File: src/rtl/ssd_ahb_write_arbiter.sv
// ssd_ahb_write_arbiter
// Arbitrates two 6-bit requesters (classifier, switch) onto a single AHB-Lite
// write to the SSD data/mode register. Identical back-to-back payloads are
// acknowledged without a bus transfer. A stalled bus phase times out into a
// sticky error, and an error response also sets that sticky error.
module ssd_ahb_write_arbiter #(
    parameter logic [31:0] SSD_ADDR = 32'h0000_0000,
    parameter int unsigned TIMEOUT  = 255
) (
    input  logic        clk,
    input  logic        btnC,
    input  logic        req0,
    input  logic [5:0]  data0,
    input  logic        req1,
    input  logic [5:0]  data1,
    output logic        ack0,
    output logic        ack1,
    output logic [31:0] ahb_m_haddr,
    output logic [1:0]  ahb_m_htrans,
    output logic        ahb_m_hwrite,
    output logic [2:0]  ahb_m_hsize,
    output logic [31:0] ahb_m_hwdata,
    input  logic        ahb_m_hready_i,
    input  logic        ahb_m_hresp_i,
    output logic        busy,
    output logic        err,
    output logic        last_src
);

    localparam int CNT_W = (TIMEOUT < 2) ? 1 : $clog2(TIMEOUT + 1);
    localparam logic [CNT_W-1:0] CNT_LAST = CNT_W'(TIMEOUT - 1);
    localparam logic [CNT_W-1:0] CNT_MAX  = CNT_W'(TIMEOUT);

    typedef enum logic [1:0] {
        IDLE = 2'd0,
        ADDR = 2'd1,
        DATA = 2'd2,
        DONE = 2'd3
    } state_t;

    state_t           state, state_nxt;
    logic [5:0]       payload, payload_nxt;
    logic [5:0]       last_written, last_written_nxt;
    logic             last_valid, last_valid_nxt;
    logic             last_src_nxt;
    logic             err_nxt;
    logic [CNT_W-1:0] to_cnt, to_cnt_nxt;
    logic             pick;
    logic [5:0]       data_sel;
    logic             timeout_hit;

    // Write data always mirrors the payload register; reset clears both.
    assign ahb_m_hwdata = {26'b0, payload};
    assign busy         = (state != IDLE);
    // The requester being acknowledged is the one granted most recently.
    assign ack0         = (state == DONE) && !last_src;
    assign ack1         = (state == DONE) &&  last_src;
    assign timeout_hit  = !ahb_m_hready_i && (to_cnt == CNT_LAST);

    // Next-state, datapath updates and AHB address-phase outputs.
    always_comb begin
        // NOTE: every signal assigned here gets a default first so no path
        // leaves one unassigned, which would otherwise infer a latch.
        state_nxt        = state;
        payload_nxt      = payload;
        last_written_nxt = last_written;
        last_valid_nxt   = last_valid;
        last_src_nxt     = last_src;
        err_nxt          = err;
        to_cnt_nxt       = '0;
        pick             = 1'b0;
        data_sel         = data0;
        ahb_m_haddr      = 32'h0;
        ahb_m_htrans     = 2'b00;
        ahb_m_hwrite     = 1'b0;
        ahb_m_hsize      = 3'b000;

        case (state)
            IDLE: begin
                if (req0 || req1) begin
                    // On a tie, serve whichever requester was not served last.
                    pick         = (req0 && req1) ? !last_src : req1;
                    data_sel     = pick ? data1 : data0;
                    payload_nxt  = data_sel;
                    last_src_nxt = pick;
                    state_nxt    = (last_valid && (data_sel == last_written)) ? DONE : ADDR;
                end
            end
            ADDR: begin
                ahb_m_haddr  = SSD_ADDR;
                ahb_m_htrans = 2'b10;
                ahb_m_hwrite = 1'b1;
                ahb_m_hsize  = 3'b010;
                if (ahb_m_hready_i) begin
                    state_nxt = DATA;
                end else if (timeout_hit) begin
                    err_nxt   = 1'b1;
                    state_nxt = DONE;
                end else begin
                    to_cnt_nxt = (to_cnt == CNT_MAX) ? to_cnt : to_cnt + 1'b1;
                end
            end
            DATA: begin
                if (ahb_m_hready_i) begin
                    state_nxt = DONE;
                    if (ahb_m_hresp_i) begin
                        err_nxt = 1'b1;
                    end else begin
                        last_written_nxt = payload;
                        last_valid_nxt   = 1'b1;
                    end
                end else if (timeout_hit) begin
                    err_nxt   = 1'b1;
                    state_nxt = DONE;
                end else begin
                    to_cnt_nxt = (to_cnt == CNT_MAX) ? to_cnt : to_cnt + 1'b1;
                end
            end
            DONE: begin
                state_nxt = IDLE;
            end
            default: begin
                state_nxt = IDLE;
            end
        endcase
    end

    // State and datapath registers with synchronous reset on btnC.
    always_ff @(posedge clk) begin
        // NOTE: the reset also clears payload and last_written, so the bus
        // data returns to zero and duplicate suppression restarts cleanly.
        if (btnC) begin
            state        <= IDLE;
            payload      <= '0;
            last_written <= '0;
            last_valid   <= 1'b0;
            last_src     <= 1'b1;
            err          <= 1'b0;
            to_cnt       <= '0;
        end else begin
            // NOTE: non-blocking assignments keep every register updating
            // from the same pre-edge values, independent of statement order.
            state        <= state_nxt;
            payload      <= payload_nxt;
            last_written <= last_written_nxt;
            last_valid   <= last_valid_nxt;
            last_src     <= last_src_nxt;
            err          <= err_nxt;
            to_cnt       <= to_cnt_nxt;
        end
    end

endmodule
File: config.mk
export PLATFORM = sky130hd
export DESIGN_NAME = ssd_ahb_write_arbiter
export DESIGN_NICKNAME = d
export VERILOG_FILES = /design/src/rtl/ssd_ahb_write_arbiter.sv
export SDC_FILE = /design/constraint.sdc
export NUM_CORES = 1
export LEC_CHECK = 0
export ABC_AREA = 1
export BUFFER_PORTS_ARGS = -buffer_cell sky130_fd_sc_hd__buf_2
export CORE_ASPECT_RATIO = 1.4
export CORE_MARGIN = 3
export CORE_UTILIZATION = 46
export DETAILED_ROUTE_END_ITERATION = 6
export HOLD_SLACK_MARGIN = 0.08
export PLACE_DENSITY_LB_ADDON = 0.1
export SLEW_MARGIN = 30
export SYNTH_ARGS = -nofsm -noshare
export SYNTH_HDL_FRONTEND = slang
export SYNTH_SLANG_ARGS = --single-unit
File: constraint.sdc
create_clock -name clk -period 2 [get_ports clk]
set_clock_uncertainty 0.2 [all_clocks]
set_input_delay 0.1 -clock clk [delete_from_list [all_inputs] [get_ports clk]]
set_output_delay 0.1 -clock clk [all_outputs]
set_load 0.01 [all_outputs]
==> results of run 1 <==
## flip-flops by register name, summed over array words and instances (netlist names)
register,count
err,1
last_src,1
last_valid,1
last_written,6
payload,6
state,2
to_cnt,8
## final cells by class
type                       instances  area [um^2]  area share [%]
sequential                        25          500            24.8
tap                               42         52.6            2.61
clock buffer                       3         41.3            2.05
inverter                          34          128            6.34
clock inverter                     1         7.51           0.373
timing repair buffer              49          333            16.5
multi-input combinational        188          952            47.3
## what timing repair did
action                     4_1_cts  5_1_grt
hold buffers                    17        0
setup endpoints to repair        0        0
hold endpoints to repair        18        0
## kinds of logic (layout without fill, tap and decap cells)
logic type / after synthesis / in the layout
xor gates and xnor gates: 3 / 3
and+or+nand+nor: 73 / 73
AOI/OAI and AO/OA: 45 / 45
DFF: 25 / 25
other: 1 / 61
adders and majority gates: 6 / 6
buffers and inverters: 101 / 87
## critical path, cell delays in order
cell	delay, ns
dlygate4sd3_1	0.52
buf_2	0.26
nand2_8	0.11
nand2_1	0.08
nand2_2	0.06
dlygate4sd3_1	0.57
a21oi_1	0.14
## metal layers
| layer | global-route usage [%] | vias up |
|---|---|---|
| met5 | 0 | - |
| met4 | 3.99 | 0 |
| met3 | 2.54 | 5 |
| met2 | 28.4 | 51 |
| met1 | 16.2 | 659 |
| li1 | - | 778 |
## placed cells by master, fill, tap and decap left out, drive strengths merged
master / n
nor3b: 1
o22ai: 1
a31oi: 7
nand3b: 1
dfxtp: 25
o2111ai: 1
clkinvlp: 1
inv: 34
nand3: 20
xor2: 3
nor2: 11
nand2: 33
o21ai: 20
buf: 32
clkbuf: 3
dlygate4sd3: 17
a21oi: 16
nand4: 1
nor3: 4
or2: 2
ha: 6
conb: 61
## final timing paths
check | endpoint | slack [ns] | cells after the start
min | payload[1] | 0.08 | 4
min reg2reg | err | 0.26 | 2
max reg2reg | payload[5] | 0.23 | 6
max | payload[5] | 0.18 | 7
## power by group through the flow
stage,Clock (uW),Combinational [uW],Sequential (uW)
2_1_floorplan,0,275,562
3_3_place_gp,0,262,557
3_5_place_dp,0,262,557
4_1_cts,328,290,545
5_1_grt,345,332,550
6_report,313,290,544
## stage by stage
step	utilization [%]	setup slack (ns)	total power, uW
6_report	53.4	0.177	1150
5_1_grt	53.4	0.0313	1230
4_1_cts	53.4	0.183	1160
3_5_place_dp	47.6	0.284	819
3_3_place_gp	47.6	0.375	819
2_1_floorplan	-	0.463	837
==> impl_metrics.toml, run 1 <==
[worst_hold_path]
min_path_type = "input pin to register"
hp-start = "req0"

[pwr]
pwr-share-clk_pct = 27.3
seqPwrFrac_pct = 47.4
powerDensity_nw_per_um2 = 570
switchingPower_uw = 377
internal_power_uw = 771
p_leak_uw = 0.00105
ir_drop_mv = 0.424
power_switching_share_pct = 32.8
combPwrFrac_pct = 25.3

[cts]
clock_latency_ns = 0.27
cts_buffer_depth = 2
cts-resized-gates = 0
post_cts_buffers = 0
clk_pin_slew_ns = 0.10
cts_buffers = 3
root_buffer = "clkbuf_8"
cts_tree = "done"
clkSinkCount = 25
htreeDepth = 1

[worst_setup_path]
crit_fanout = 10
arrival_ns = 1.84
worstSetupEndpointType = "register"
crit_start = "req1"
rr_startpoint = "last_src"
crit_type = "input pin to register"
crit_path_start_kind = "input pin"
cp.required_ns = 2.02

[logic_synthesis]
yosysWarnings = 0
synth-seq-cells = 25
synthFlopType = "dfxtp_1"
netlist.area_leader.share_pct = 27.0
synth_cell_types = 28
syn_area_per_cell_um2 = 7.31
synthSimpleGateAreaFrac_pct = 20.0
synth-adder-area-share_pct = 4.05
yosysSeqAreaShare_pct = 27.0
yosysMostFrequentCell = "buf_4"
synthTopCellsByArea = "dfxtp_1 27%, buf_4 26%, inv_1 6.9%"
postSynthCellCount = 254
synth_compound_area_share_pct = 13.5
synthesis.area_um2 = 1860
synth_edf_count = 0
synthMuxAreaShare_pct = 0
synth_top_cell_by_area = "dfxtp_1"
async_flop_share_pct = 0
synth_top_family_by_area = "buffers and inverters"
synth_xor_area_share_pct = 1.42
yosys-top-cells-count = "64 x buf_4, 34 x inv_1, 26 x nand2_1"

[floorplanning]
io_pins = 93
die_x_um = 59.7
dieArea_um2 = 4840
core_um2 = 3770
start_util_pct = 49.2
die_h_um = 81.2
rows = 26

[grt]
grt_max_degree = 16
grt_pass1_wl_um = 5650
first_global_vias = 1362
grtUsageTotal_pct = 14.8
antenna_found_initial = 0
grt_overflow_total = 0

[placed_design]
dpl_cell_area_um2 = 1800
hpwl_um = 2820
place.port_buffers = 31
placed_cells = 321
gp_congestion = 0.802

[sta]
finalSetupViolCount = 0
hold_ws_ns = 0.0799
setup_tns_ns = 0
timing.fmax_mhz = 548
post-route-period-util_pct = 91.2
slew_violations = 0
min_period_ns = 1.82
rsz0062_at_grt = "false"
finalHoldViolCount = 0

[route]
wirelength_um = 3490
met2WireLength_um = 1930
routed_via_density = 4.37
wl_met1_um = 1330
route.vias.total = 1493
wl_per_cell_um = 10.2
drc_errors = 0
wl_met3_um = 199
ant_nets = 0
top_layer_used = "met4"
drtIter0Drc = 66
firstDrtPassIters = 4

[finish]
n_fill_cell = 395
final_nets = 325
stdcell_area_um2 = 2010
antenna_cells = 0
drive_gt1_share_pct = 16.3
fin_cells = 342
layout-area-overhead-vs-synth_pct = 8.56

[status]
outcome = "finished, final reports clean"

[run]
max_cap_viol_count = 0
Note: power is estimated with default switching activity, not from simulation.
==> run 2, diff against run 1 <==
--- a/config.mk
+++ b/config.mk
@@ -5,7 +5,6 @@
 export SDC_FILE = /design/constraint.sdc
 export NUM_CORES = 1
 export LEC_CHECK = 0
-export ABC_AREA = 1
 export BUFFER_PORTS_ARGS = -buffer_cell sky130_fd_sc_hd__buf_2
 export CORE_ASPECT_RATIO = 1.4
 export CORE_MARGIN = 3
==> constraint.sdc (replaced) <==
create_clock -name clk -period 2.05 [get_ports clk]
set_clock_uncertainty 0.2 [all_clocks]
set_input_delay 0.1025 -clock clk [delete_from_list [all_inputs] [get_ports clk]]
set_output_delay 0.1025 -clock clk [all_outputs]
set_load 0.01 [all_outputs]
==> run 2 against run 1 <==
Against the previous run:
- non-clock buffer count increased by 2
- clock power down 4%
- setup slack worse by 0.085 ns
- die area fell by 1.6%
==> impl_metrics.toml, run 2 <==
[pwr]
p_leak_uw = 0.000949
powerDensity_nw_per_um2 = 572
switchingPower_uw = 365
pwr-share-clk_pct = 26.2
power_switching_share_pct = 32.0
seqPwrFrac_pct = 46.9
ir_drop_mv = 0.280
internal_power_uw = 776
combPwrFrac_pct = 26.9

[finish]
top_regs = "to_cnt: 8 flops, last_written: 6 flops, payload: 6 flops"
stdcell_area_um2 = 1990
multiInputGateArea_um2 = 1000
ff_latch_area_um2 = 502
layout-area-overhead-vs-synth_pct = 9.40
drive_gt1_share_pct = 16.9
n_fill_cell = 375
fin_cells = 303
antenna_cells = 0
final_cell_mix = "61 x conb_1, 31 x buf_2, 24 x dfxtp_1"
regMostFlops = "to_cnt"
layout_commonest_cell = "conb_1"
final_util_pct = 53.3
largest_reg_flops = 8
final_nets = 286

[logic_synthesis]
synth-seq-cells = 25
synth_cell_types = 38
synthFlopType = "dfxtp_1"
async_flop_share_pct = 0
postSynthCellCount = 215
synth_top_cell_by_area = "dfxtp_1"
synth_edf_count = 0
netlist.area_leader.share_pct = 27.5
yosysMostFrequentCell = "buf_4"
yosys-top-cells-count = "63 x buf_4, 25 x dfxtp_1, 20 x nor2_1"
synthTopCellsByArea = "dfxtp_1 27%, buf_4 26%, mux2i_1 7.1%"
synthesis.area_um2 = 1820
syn_area_per_cell_um2 = 8.48
yosysWarnings = 0
yosysSeqAreaShare_pct = 27.5

[grt]
grtUsageTotal_pct = 14.0
grt_overflow_total = 0
antenna_found_initial = 0
grt_max_degree = 20
first_global_vias = 1152
grt_pass1_wl_um = 5250

[worst_setup_path]
slowest_delay_ns = 0.59
crit_fanout = 6
cp_num_buf_inv = 1
worstSetupEndpointType = "register"
cp.required_ns = 2.02
path_cells = "a21boi_2, mux2i_1, dlygate4sd3_1, nand2_1, a41o_1"
crit_family = "buffers and inverters"
regToRegSetupSlack_ns = 0.09
crit_path_start_kind = "register"
crit_type = "register to register"
arrival_ns = 1.93
crit_slowest_cell = "dlygate4sd3_1"

[cts]
cts_buffers = 3
clk_pin_slew_ns = 0.09
root_buffer = "clkbuf_8"
cts_tree = "done"
clock_latency_ns = 0.27
clkSinkCount = 25
htreeDepth = 1
cts_buffer_depth = 2

[floorplanning]
dieArea_um2 = 4770
core_um2 = 3740
io_pins = 93
rows = 26
die_x_um = 59.2
die_h_um = 80.5
start_util_pct = 48.7

[sta]
post-route-period-util_pct = 95.5
finalHoldViolCount = 0
min_period_ns = 1.96
hold_ws_ns = 0.155
timing.fmax_mhz = 511
finalSetupViolCount = 0
slew_violations = 0

[placed_design]
placed_cells = 281
place.port_buffers = 31
hpwl_um = 2590
dpl_cell_area_um2 = 1760
gp_congestion = 0.783

[route]
routed_via_density = 4.55
drc_errors = 0
wirelength_um = 3390
route.vias.total = 1380
firstDrtPassIters = 4
wl_per_cell_um = 11.2
drtIter0Drc = 46
ant_nets = 0

[status]
outcome = "finished, final reports clean"

[run]
max_cap_viol_count = 0

[worst_hold_path]
min_path_type = "input pin to register"
## run 2: cell count changes after synthesis, sizes merged, moves of 9 or more
| cell | change |
|---|---|
| o21ai | -18 |
| inv | -25 |
| a211oi | +9 |
| a21oi | -10 |
| nor2 | +9 |
| xnor2 | +9 |
| nand2 | -27 |
| mux2i | +13 |
| nand3 | -14 |
## run 2: per-layer routing
layer	up-vias	part of all wire, %	global-route usage [%]	wire, um
li1	696	-	-	-
met2	48	54	25.2	1820
met4	0	1.1	4.76	36
met3	4	5.8	2.09	196
met5	-	0	0	0
met1	632	39	16.4	1330
## run 2: power groups by stage
stage                     sequential [uW]  clock [uW]  combinational [uW]
final                                 536         299                 306
after CTS                             535         319                 303
after floorplan                       552           0                 277
after global placement                547           0                 272
after detailed placement              547           0                 271
after global routing                  540         335                 344
## run 2: worst reg2reg max path, cell delays in order (launching register included)
cell and delay, ns:
dfxtp_2 0.36, a21boi_2 0.24, mux2i_1 0.20, dlygate4sd3_1 0.59, nand2_1 0.06, a41o_1 0.22
## run 2: kinds of logic after synthesis
logic type,after synthesis,synth area share (%)
AO/OA/AOI/OAI,29,11.8
XOR/XNOR,11,5.29
adder cells (fa/ha/maj),6,4.12
buffers and inverters,78,30.1
flip-flops,25,27.5
multiplexers,13,7.14
other,1,0.206
AND/OR/NAND/NOR,52,13.9
## run 2: cell type report
class	instances	share of cell area [%]
timing repair buffer	51	17.8
clock inverter	1	0.376
sequential	25	25.2
clock buffer	3	2.07
multi-input combinational	172	50.3
inverter	9	1.69
tap	42	2.63
## run 2: worst paths after layout
kind              startpoint         end  cells past startpoint
setup reg to reg    last_src    state[1]                      5
hold reg to reg   last_valid  last_valid                      2
setup / recovery    last_src    state[1]                      5
hold / removal      data1[5]    state[1]                      5
## run 2: timing repair
item                       in CTS  in global routing
buffers inserted                0                  0
hold endpoints to repair       17                  0
setup endpoints to repair       0                  3
gates resized for setup         0                  3
hold buffers                   18                  0
## run 2: stage by stage
step	setup slack [ns]	TNS [ns]	power [uW]
after floorplan	0.406	0	829
after global placement	0.310	0	818
after detailed placement	0.322	0	817
after CTS	0.0573	0	1160
after global routing	-0.0118	-0.0120	1220
final	0.0916	0	1140
